File: config.mk
export PLATFORM = sky130hd
export DESIGN_NAME = kp_ctrl
export DESIGN_NICKNAME = d
export VERILOG_FILES = /design/src/rtl/kp_ctrl.sv
export SDC_FILE = /design/constraint.sdc
export NUM_CORES = 1
export LEC_CHECK = 0
export ABC_CLOCK_PERIOD_IN_PS = 2650
export BUFFER_PORTS_ARGS = -buffer_cell sky130_fd_sc_hd__buf_2
export CORE_MARGIN = 1
export CORE_UTILIZATION = 56
export DETAILED_ROUTE_END_ITERATION = 6
export MAX_ROUTING_LAYER = met4
export PLACE_DENSITY = 0.79
export SLEW_MARGIN = 20
export SYNTH_ARGS = -nofsm -noshare
export SYNTH_HDL_FRONTEND = slang
export SYNTH_SLANG_ARGS = --single-unit
File: constraint.sdc
create_clock -name CLK -period 2.65 [get_ports CLK]
set_clock_uncertainty 0.05 [all_clocks]
set_input_delay 0.1325 -clock CLK [delete_from_list [all_inputs] [get_ports CLK]]
set_output_delay 0.1325 -clock CLK [all_outputs]
set_load 0.01 [all_outputs]
File: src/rtl/kp_ctrl.sv
// kp_ctrl: arbitrated serial reader for two K-Ports sharing one shift engine.
// Each port's REQ pulse queues a read. The engine strobes KP_LATCH, then clocks
// 32 bits LSB-first from active-low KP_DIN. The word is published atomically
// to DATA0/DATA1 together with a one-cycle DONE pulse.
// Ports:
//   CLK, RESn         clock, asynchronous active-low reset
//   REQ[1:0]          one-cycle read request per port
//   BUSY              engine owned by a port (any state but IDLE)
//   DONE[1:0]         completion pulse per port
//   DATA0, DATA1      last completed word per port
//   KP_LATCH/CLK/RW   per-port device strobes (only the granted port toggles)
//   KP_DIN[1:0]       per-port serial data from the device, active-low
//   KP_DOUT[1:0]      per-port write data, held 0
module kp_ctrl #(
   parameter int unsigned LATCH_CYC = 8,
   parameter int unsigned HALF_CYC  = 8
) (
   input  logic        CLK,
   input  logic        RESn,
   input  logic [1:0]  REQ,
   output logic        BUSY,
   output logic [1:0]  DONE,
   output logic [31:0] DATA0,
   output logic [31:0] DATA1,
   output logic [1:0]  KP_LATCH,
   output logic [1:0]  KP_CLK,
   output logic [1:0]  KP_RW,
   input  logic [1:0]  KP_DIN,
   output logic [1:0]  KP_DOUT
);

   localparam int unsigned CNT_W  = 8;
   localparam int unsigned IDX_W  = 5;
   localparam int unsigned WORD_W = 32;

   localparam logic [CNT_W-1:0] LATCH_LAST = CNT_W'(LATCH_CYC - 1);
   localparam logic [CNT_W-1:0] HALF_LAST  = CNT_W'(HALF_CYC - 1);
   localparam logic [IDX_W-1:0] IDX_LAST   = IDX_W'(WORD_W - 1);

   typedef enum logic [2:0] {
      IDLE   = 3'd0,
      LATCH  = 3'd1,
      CLK_LO = 3'd2,
      CLK_HI = 3'd3,
      FINISH = 3'd4
   } state_e;

   state_e            state_q, state_d;
   logic [1:0]        pend_q, pend_d;
   logic              last_q, last_d;
   logic              gnt_q, gnt_d;
   logic [CNT_W-1:0]  cnt_q, cnt_d;
   logic [IDX_W-1:0]  idx_q, idx_d;
   logic [WORD_W-1:0] shift_q, shift_d;
   logic [WORD_W-1:0] data0_q, data0_d;
   logic [WORD_W-1:0] data1_q, data1_d;
   logic [1:0]        done_q, done_d;
   logic              busy_q, busy_d;
   logic [1:0]        latch_q, latch_d;
   logic [1:0]        kclk_q, kclk_d;
   logic [1:0]        rw_q, rw_d;
   logic [1:0]        dout_q, dout_d;

   // One-hot port mask for a port number.
   function automatic logic [1:0] port_sel(input logic p);
      return p ? 2'b10 : 2'b01;
   endfunction

   // State and output registers.
   always_ff @(posedge CLK or negedge RESn) begin
      if (!RESn) begin
         state_q <= IDLE;
         pend_q  <= '0;
         last_q  <= 1'b1;
         gnt_q   <= 1'b0;
         cnt_q   <= '0;
         idx_q   <= '0;
         shift_q <= '0;
         data0_q <= '0;
         data1_q <= '0;
         done_q  <= '0;
         busy_q  <= 1'b0;
         latch_q <= '0;
         kclk_q  <= '0;
         rw_q    <= '0;
         dout_q  <= '0;
      end else begin
         state_q <= state_d;
         pend_q  <= pend_d;
         last_q  <= last_d;
         gnt_q   <= gnt_d;
         cnt_q   <= cnt_d;
         idx_q   <= idx_d;
         shift_q <= shift_d;
         data0_q <= data0_d;
         data1_q <= data1_d;
         done_q  <= done_d;
         busy_q  <= busy_d;
         latch_q <= latch_d;
         kclk_q  <= kclk_d;
         rw_q    <= rw_d;
         dout_q  <= dout_d;
      end
   end

   // Arbitration, shift sequencing and next-value of every registered output.
   always_comb begin
      state_d = state_q;
      pend_d  = pend_q | REQ;
      last_d  = last_q;
      gnt_d   = gnt_q;
      cnt_d   = cnt_q;
      idx_d   = idx_q;
      shift_d = shift_q;
      data0_d = data0_q;
      data1_d = data1_q;
      done_d  = '0;
      dout_d  = '0;

      case (state_q)
         IDLE: begin
            if (pend_q != 2'b00) begin
               // Alternate when both wait; otherwise take the single requester.
               gnt_d   = (pend_q == 2'b11) ? ~last_q : pend_q[1];
               last_d  = gnt_d;
               // A REQ arriving on the grant edge re-queues the same port.
               pend_d  = (pend_q & ~port_sel(gnt_d)) | REQ;
               cnt_d   = '0;
               state_d = LATCH;
            end
         end
         LATCH: begin
            if (cnt_q == LATCH_LAST) begin
               cnt_d   = '0;
               idx_d   = '0;
               state_d = CLK_LO;
            end else begin
               cnt_d = cnt_q + CNT_W'(1);
            end
         end
         CLK_LO: begin
            if (cnt_q == HALF_LAST) begin
               cnt_d          = '0;
               shift_d[idx_q] = ~KP_DIN[gnt_q];
               state_d        = CLK_HI;
            end else begin
               cnt_d = cnt_q + CNT_W'(1);
            end
         end
         CLK_HI: begin
            if (cnt_q == HALF_LAST) begin
               cnt_d = '0;
               if (idx_q == IDX_LAST) begin
                  state_d = FINISH;
               end else begin
                  idx_d   = idx_q + IDX_W'(1);
                  state_d = CLK_LO;
               end
            end else begin
               cnt_d = cnt_q + CNT_W'(1);
            end
         end
         FINISH: begin
            if (gnt_q) data1_d = shift_q;
            else       data0_d = shift_q;
            done_d  = port_sel(gnt_q);
            state_d = IDLE;
         end
         default: state_d = IDLE;
      endcase

      // Strobes follow the next state so they change on the same edge.
      busy_d  = (state_d != IDLE);
      latch_d = (state_d == LATCH)  ? port_sel(gnt_d) : 2'b00;
      kclk_d  = (state_d == CLK_HI) ? port_sel(gnt_d) : 2'b00;
      rw_d    = (state_d != IDLE)   ? port_sel(gnt_d) : 2'b00;
   end

   assign BUSY     = busy_q;
   assign DONE     = done_q;
   assign DATA0    = data0_q;
   assign DATA1    = data1_q;
   assign KP_LATCH = latch_q;
   assign KP_CLK   = kclk_q;
   assign KP_RW    = rw_q;
   assign KP_DOUT  = dout_q;

endmodule

==> reports/metrics.csv, run 1 <==
stage,metric,value,unit
layout,P&R area growth vs syn,22.48,%
layout,nets@finish,499,
sta,max frequency,0.4214,GHz
cts,CTS root buffer,clkbuf_8,
global_route,largest net degree at the start of global routing,56,
floorplan,Die Area,9652,µm²
sta,Slew HR,0.5444,
setup_path,Worst R2R Path Depth,8,
logic_synthesis,Main synth FF type,dfrtp_1,
detailed_routing,DRT Wirelength,10530,µm
logic_synthesis,Post-synth EDFFs,0,
setup_path,CP max FO,6,
layout,n_diodes,0,
power_and_ir_drop,Leak,3.208,nW
layout,layout cells sized above 1,0.4578,
logic_synthesis,sequential fraction of the synthesis area,0.6032,
setup_path,crit-path cells,ha_1 > and3_1 > ha_1 > nand2_1 > or4b_1 > buf_4 > or3_1 > nand3_1,
setup_path,startpoint types,flop,
outcome,violated checks,DRC,
detailed_routing,Initial DRT Pass Iterations,7,
cts,Skew-Pair Late Insertion Delay,0.52,ns
floorplan,Die Wd,98.25,µm
layout,Filler cells,600,
setup_path,nature of the critical path endpoint,flop,
cts,clk buf depth,2,
sta,Final Hold Viols,0,
cts,clock slew at reported path FFs,0.06,ns
global_route,first-pass GRT wire length,17620,µm
setup_path,worst path required time,3.05,ns
floorplan,core area,8848,µm²
logic_synthesis,synth unique cells,42,
logic_synthesis,"count leader, synth",dfrtp_1,
cts,Resize count post-CTS,0,
worst_hold_path,hold crit path type,primary input to async pin,
logic_synthesis,gate count after technology mapping,395,
logic_synthesis,Syn Std Cell Area,5187,µm²
placement,DP Wirelength,6667,µm
floorplan,Site Rows,34,
power_and_ir_drop,PwrDens,812.7,nW/µm²
floorplan,IO Count,81,
logic_synthesis,Synth Register Bits,125,
cts,CTS buffer count,17,
sta,fin crit share,0.8955,
run,MaxCap Viol Count,0,
sta,Worst-Margin Slew,0.6833,ns
setup_path,Worst Setup SP,idx_q[0],
cts,TritonCTS clock tree,built,
logic_synthesis,total of warnings raised by yosys,0,
logic_synthesis,Post-synth ARST share,1.000,
detailed_routing,Detail Route Antenna Nets,0,
global_route,gr ovfl total,0,
setup_path,reg2reg end,idx_q[2],
detailed_routing,Iter 0 DRT Violations,133,
detailed_routing,vias,3447,
placement,gp weighted congestion,0.8662,
detailed_routing,routed len/inst,17.37,µm
sta,RSZ-0062 raised after global routing,false,
sta,post-route minimum period,2.373,ns
sta,setup violators final,0,
sta,total negative slack,0,ns
setup_path,flop2flop setup slack,0.28,ns
floorplan,starting density of the core,0.5863,
logic_synthesis,leading area contributor after synthesis,dfrtp_1,
setup_path,cell mode on critical path,ha_1,
power_and_ir_drop,VDD IR max,0.4344,mV
detailed_routing,DRC viols,8,
global_route,vias in the first global route,3501,
setup_path,WP data arrival,2.77,ns
logic_synthesis,top post-synthesis cells by count,"124 x dfrtp_1, 94 x mux2_2, 31 x nand2_1",
setup_path,Max stage delay on crit path,0.56,ns
floorplan,Die Ht,98.25,µm
setup_path,Reg2Reg Launch Point,idx_q[0],
setup_path,Worst path slowest cell,or4b_1,
global_route,total track usage,0.2460,
setup_path,Setup CP Type,flop to flop,
outcome,status,finished with violations,
global_route,initial antenna violation count,0,
logic_synthesis,post-synth top area share,0.5982,
placement,I/O Buffers,78,
cts,H-tree Lvls,4,
logic_synthesis,"top cells by area, synth","dfrtp_1 60%, mux2_2 20%, nand3_1 2.8%",
layout,"Core Util, Final",0.7180,
sta,final max-slew violation count,0,
cts,Sink Count,125,
detailed_routing,routed vias/inst,5.688,
logic_synthesis,"Avg Cell Area, Syn",13.13,µm²
flip-flops by register name (all words and copies together), names as in the netlist, 3 cells and up:
name	cells
shift_q	32
cnt_q	8
DATA0	32
state_q	3
idx_q	5
DATA1	32
power breakdown:
group	switching [W]	internal (W)	total, W
Combinational	0.000454	0.000307	0.000762
Clock	0.000803	0.00134	0.00214
Sequential	0.000177	0.00208	0.00226
Total	0.00144	0.00373	0.00516
worst max path at each step:
stage | to | slack, ns | cells after the start
global placement | idx_q[3] | 0.38 | 7
CTS | idx_q[2] | 0.28 | 8
global route | idx_q[2] | 0.16 | 8
finish | idx_q[2] | 0.28 | 8
detailed placement | idx_q[3] | 0.33 | 7
floorplan | idx_q[2] | 0.34 | 9
metrics by stage:
stage | worst slack, ns | std cells | total power (W) | area, µm² | hold slack (ns)
2_1_floorplan | 0.3413 | 396 | 0.002746 | 5191 | -0.2131
3_3_place_gp | 0.3794 | 573 | 0.002986 | 5772 | 0.1586
3_5_place_dp | 0.3298 | 573 | 0.003028 | 5772 | 0.1638
4_1_cts | 0.2819 | 606 | 0.005183 | 6354 | 0.1725
5_1_grt | 0.1559 | 606 | 0.005379 | 6354 | 0.2083
6_report | 0.2770 | 606 | 0.005164 | 6354 | 0.1424
cell usage in the layout (no fill, tap or decap), drive strengths merged, types with 5 or more instances in the layout:
cell,Yosys,routed
dfrtp,124,124
mux2,96,96
buf,6,94
nand2,31,31
nand3,29,29
clkbuf,19,18
nor2,11,11
o21ai,10,10
and3,7,7
ha,6,6
clkinv,0,6
nor3,5,5
inv,5,5
cell families after synthesis:
group,after synthesis,share of synthesized area
mux,97,0.2103
simple gates,107,0.1102
flops,125,0.6032
other cells,1,0.0007229
compound gates,25,0.03039
fa+ha+maj,6,0.01447
buf+inv,30,0.02388
xor+xnor,4,0.006755
routing by layer:
metal,GRT usage,routed length [µm],vias to the layer above,share of wire
li1,-,-,1568,-
met3,0.05082,438,18,0.042
met5,-,0,-,0
met1,0.3152,4609,1769,0.44
met2,0.3884,5320,92,0.51
met4,0.09529,159,0,0.015
final cells by class:
cell class | instances | area, µm² | share of cell area
repair buffers | 97 | 568.0 | 0.08941
clock buffers | 18 | 427.9 | 0.06735
multi-input cells | 241 | 1951 | 0.3070
inverters | 5 | 18.77 | 0.002954
clock inverters | 12 | 123.9 | 0.01950
flip-flops and latches | 125 | 3129 | 0.4925
well taps | 108 | 135.1 | 0.02127
worst max-delay path, delay by kind of cell, from the launching register on:
family,cells,cell delay [ns]
adders and majority gates,2,0.43
and+or+nand+nor,5,1.20
buffers and inverters,1,0.21
DFF,1,0.42
repair_timing:
item	4_1_cts	5_1_grt
setup buffers	0	0
hold endpoints to repair	54	0
hold buffers	3	0
Note: power is estimated with default switching activity, not from simulation.
==> run 2, diff against run 1 <==
--- a/config.mk
+++ b/config.mk
@@ -5,7 +5,7 @@
 export SDC_FILE = /design/constraint.sdc
 export NUM_CORES = 1
 export LEC_CHECK = 0
-export ABC_CLOCK_PERIOD_IN_PS = 2650
+export ABC_CLOCK_PERIOD_IN_PS = 2600
 export BUFFER_PORTS_ARGS = -buffer_cell sky130_fd_sc_hd__buf_2
 export CORE_MARGIN = 1
 export CORE_UTILIZATION = 56
==> constraint.sdc (replaced) <==
create_clock -name CLK -period 2.6 [get_ports CLK]
set_clock_uncertainty 0.05 [all_clocks]
set_input_delay 0.13 -clock CLK [delete_from_list [all_inputs] [get_ports CLK]]
set_output_delay 0.13 -clock CLK [all_outputs]
set_load 0.01 [all_outputs]
==> reports/metrics.csv, run 2 (synthesis results as in run 1) <==
stage,metric,value,unit
detailed_routing,routed len/inst,17.09,µm
layout,"commonest non-fill, non-tap cell in the layout",dfrtp_1,
detailed_routing,DRT Wirelength,10330,µm
power_and_ir_drop,Logic pwr share,0.151,
detailed_routing,Iter 0 DRT Violations,213,
cts,Sink Count,125,
detailed_routing,routed vias/inst,5.752,
floorplan,Die Area,9652,µm²
power_and_ir_drop,Clk pwr share,0.402,
setup_path,worst path required time,3.00,ns
worst_hold_path,hold crit path type,primary input to async pin,
layout,P&R area growth vs syn,21.71,%
placement,placed cell count,570,
sta,fin crit share,0.8974,
global_route,initial antenna violation count,0,
sta,post-route minimum period,2.333,ns
power_and_ir_drop,VDD IR max,0.4902,mV
layout,Post-Layout Inst Area,6314,µm²
layout,layout cells sized above 1,0.4556,
sta,Worst-Margin Slew,0.6513,ns
cts,clock slew at reported path FFs,0.06,ns
sta,Hold Slack,0.1269,ns
layout,Final Non-Filler Cells,604,
placement,gp weighted congestion,0.8616,
floorplan,core area,8848,µm²
cts,H-tree Lvls,4,
detailed_routing,DRC viols,0,
layout,Filler cells,615,
run,MaxCap Viol Count,0,
power_and_ir_drop,Reg power frac,0.447,
detailed_routing,vias,3474,
sta,setup violators final,0,
setup_path,CP max FO,10,
setup_path,Setup CP Type,flop to flop,
global_route,first-pass GRT wire length,17130,µm
floorplan,Site Rows,34,
layout,nets@finish,496,
setup_path,Critical path destination,idx_q[2],
setup_path,startpoint types,flop,
cts,Skew-Pair Late Insertion Delay,0.52,ns
cts,CTS root buffer,clkbuf_8,
floorplan,Die Ht,98.25,µm
detailed_routing,Initial DRT Pass Iterations,7,
global_route,total track usage,0.2358,
outcome,status,finished clean,
cts,CTS buffer count,17,
cts,TritonCTS clock tree,built,
power_and_ir_drop,sw frac,0.2840,
sta,max frequency,0.4286,GHz
global_route,gr ovfl total,0,
setup_path,reg2reg end,idx_q[2],
sta,Final Hold Viols,0,
layout,"commonest non-fill, non-tap cells in the layout","124 x dfrtp_1, 94 x mux2_2, 77 x buf_2",
cts,Post CTS Setup Buffer Count,0,
global_route,vias in the first global route,3440,
sta,RSZ-0062 raised after global routing,false,
placement,DP Wirelength,6586,µm
setup_path,Reg2Reg Launch Point,idx_q[1],
cts,clk buf depth,2,
placement,I/O Buffers,78,
power_and_ir_drop,Internal Power,0.003689,W
power_and_ir_drop,switching pwr,0.001463,W
sta,total negative slack,0,ns
sta,final max-slew violation count,0,
floorplan,Die Wd,98.25,µm
setup_path,flop2flop setup slack,0.27,ns
layout,n_diodes,0,
global_route,largest net degree at the start of global routing,61,
setup_path,Worst Setup SP,idx_q[1],
sta,Slew HR,0.5658,
setup_path,Worst R2R Path Depth,8,
floorplan,starting density of the core,0.5863,
detailed_routing,Detail Route Antenna Nets,0,
power_and_ir_drop,PwrDens,816.0,nW/µm²
power_and_ir_drop,Leak,3.191,nW
setup_path,WP data arrival,2.73,ns
setup_path,nature of the critical path endpoint,flop,
placement,placed cell area,5749,µm²
floorplan,IO Count,81,
run 2: cell count changes in the layout (fill, tap and decap cells not counted):
cell / before / now
inv_6: 0 / 1
buf_4: 15 / 12
clkinvlp_4: 4 / 3
bufinv_16: 2 / 0
clkbuf_8: 2 / 5
run 2: layer usage:
| metal | vias to the layer above | wire, µm | global-route usage |
|---|---|---|---|
| met2 | 115 | 5204 | 0.3835 |
| met3 | 21 | 496 | 0.05369 |
| met5 | - | 0 | - |
| met1 | 1769 | 4473 | 0.2927 |
| li1 | 1569 | - | - |
| met4 | 0 | 150 | 0.08037 |
run 2: layout make-up:
class                      count  area (µm²)  area share
clock buffer                  21       469.2     0.07432
multi-input combinational    241        1951      0.3090
clock inverter                10       65.06     0.01031
tap                          108       135.1     0.02140
inverter                       5       18.77    0.002973
timing repair buffer          94       545.5     0.08640
sequential                   125        3129      0.4956
run 2: timing repair:
item,4_1_cts,5_1_grt
hold buffers,3,0
hold endpoints to repair,49,0
gates resized for setup,0,0
run 2: through the flow:
stage,setup WS (ns),power (W),util
floorplan,0.2913,0.002799,-
global placement,0.4331,0.003037,0.6497
detailed placement,0.3976,0.003082,0.6497
CTS,0.2942,0.005179,0.7135
global route,0.1987,0.005361,0.7135
finish,0.2668,0.005152,0.7135
run 2: power groups by stage:
stage / Sequential [W] / Combinational (W) / Clock (W)
after detailed placement: 0.00233 / 0.000754 / 0
after global routing: 0.00232 / 0.000853 / 0.00218
final: 0.00230 / 0.000779 / 0.00207
after global placement: 0.00231 / 0.000727 / 0
after CTS: 0.00230 / 0.000781 / 0.00210
after floorplan: 0.00228 / 0.000523 / 0
run 2: how the worst min path moves through the flow:
stage               from        end  depth (start not counted)
finish              RESn    DONE[1]                          2
detailed placement  RESn    DONE[1]                          1
floorplan           RESn       BUSY                          0
global placement    RESn    DONE[1]                          1
global route        RESn  DATA1[27]                          2
CTS                 RESn    DONE[1]                          2
run 2: critical path: stages (launching register included):
cell and delay (ns):
dfrtp_1 0.44, ha_1 0.22, and3_1 0.15, ha_1 0.17, nand2_1 0.08, or4b_1 0.49
buf_4 0.19, or3_1 0.38, nand3_1 0.10
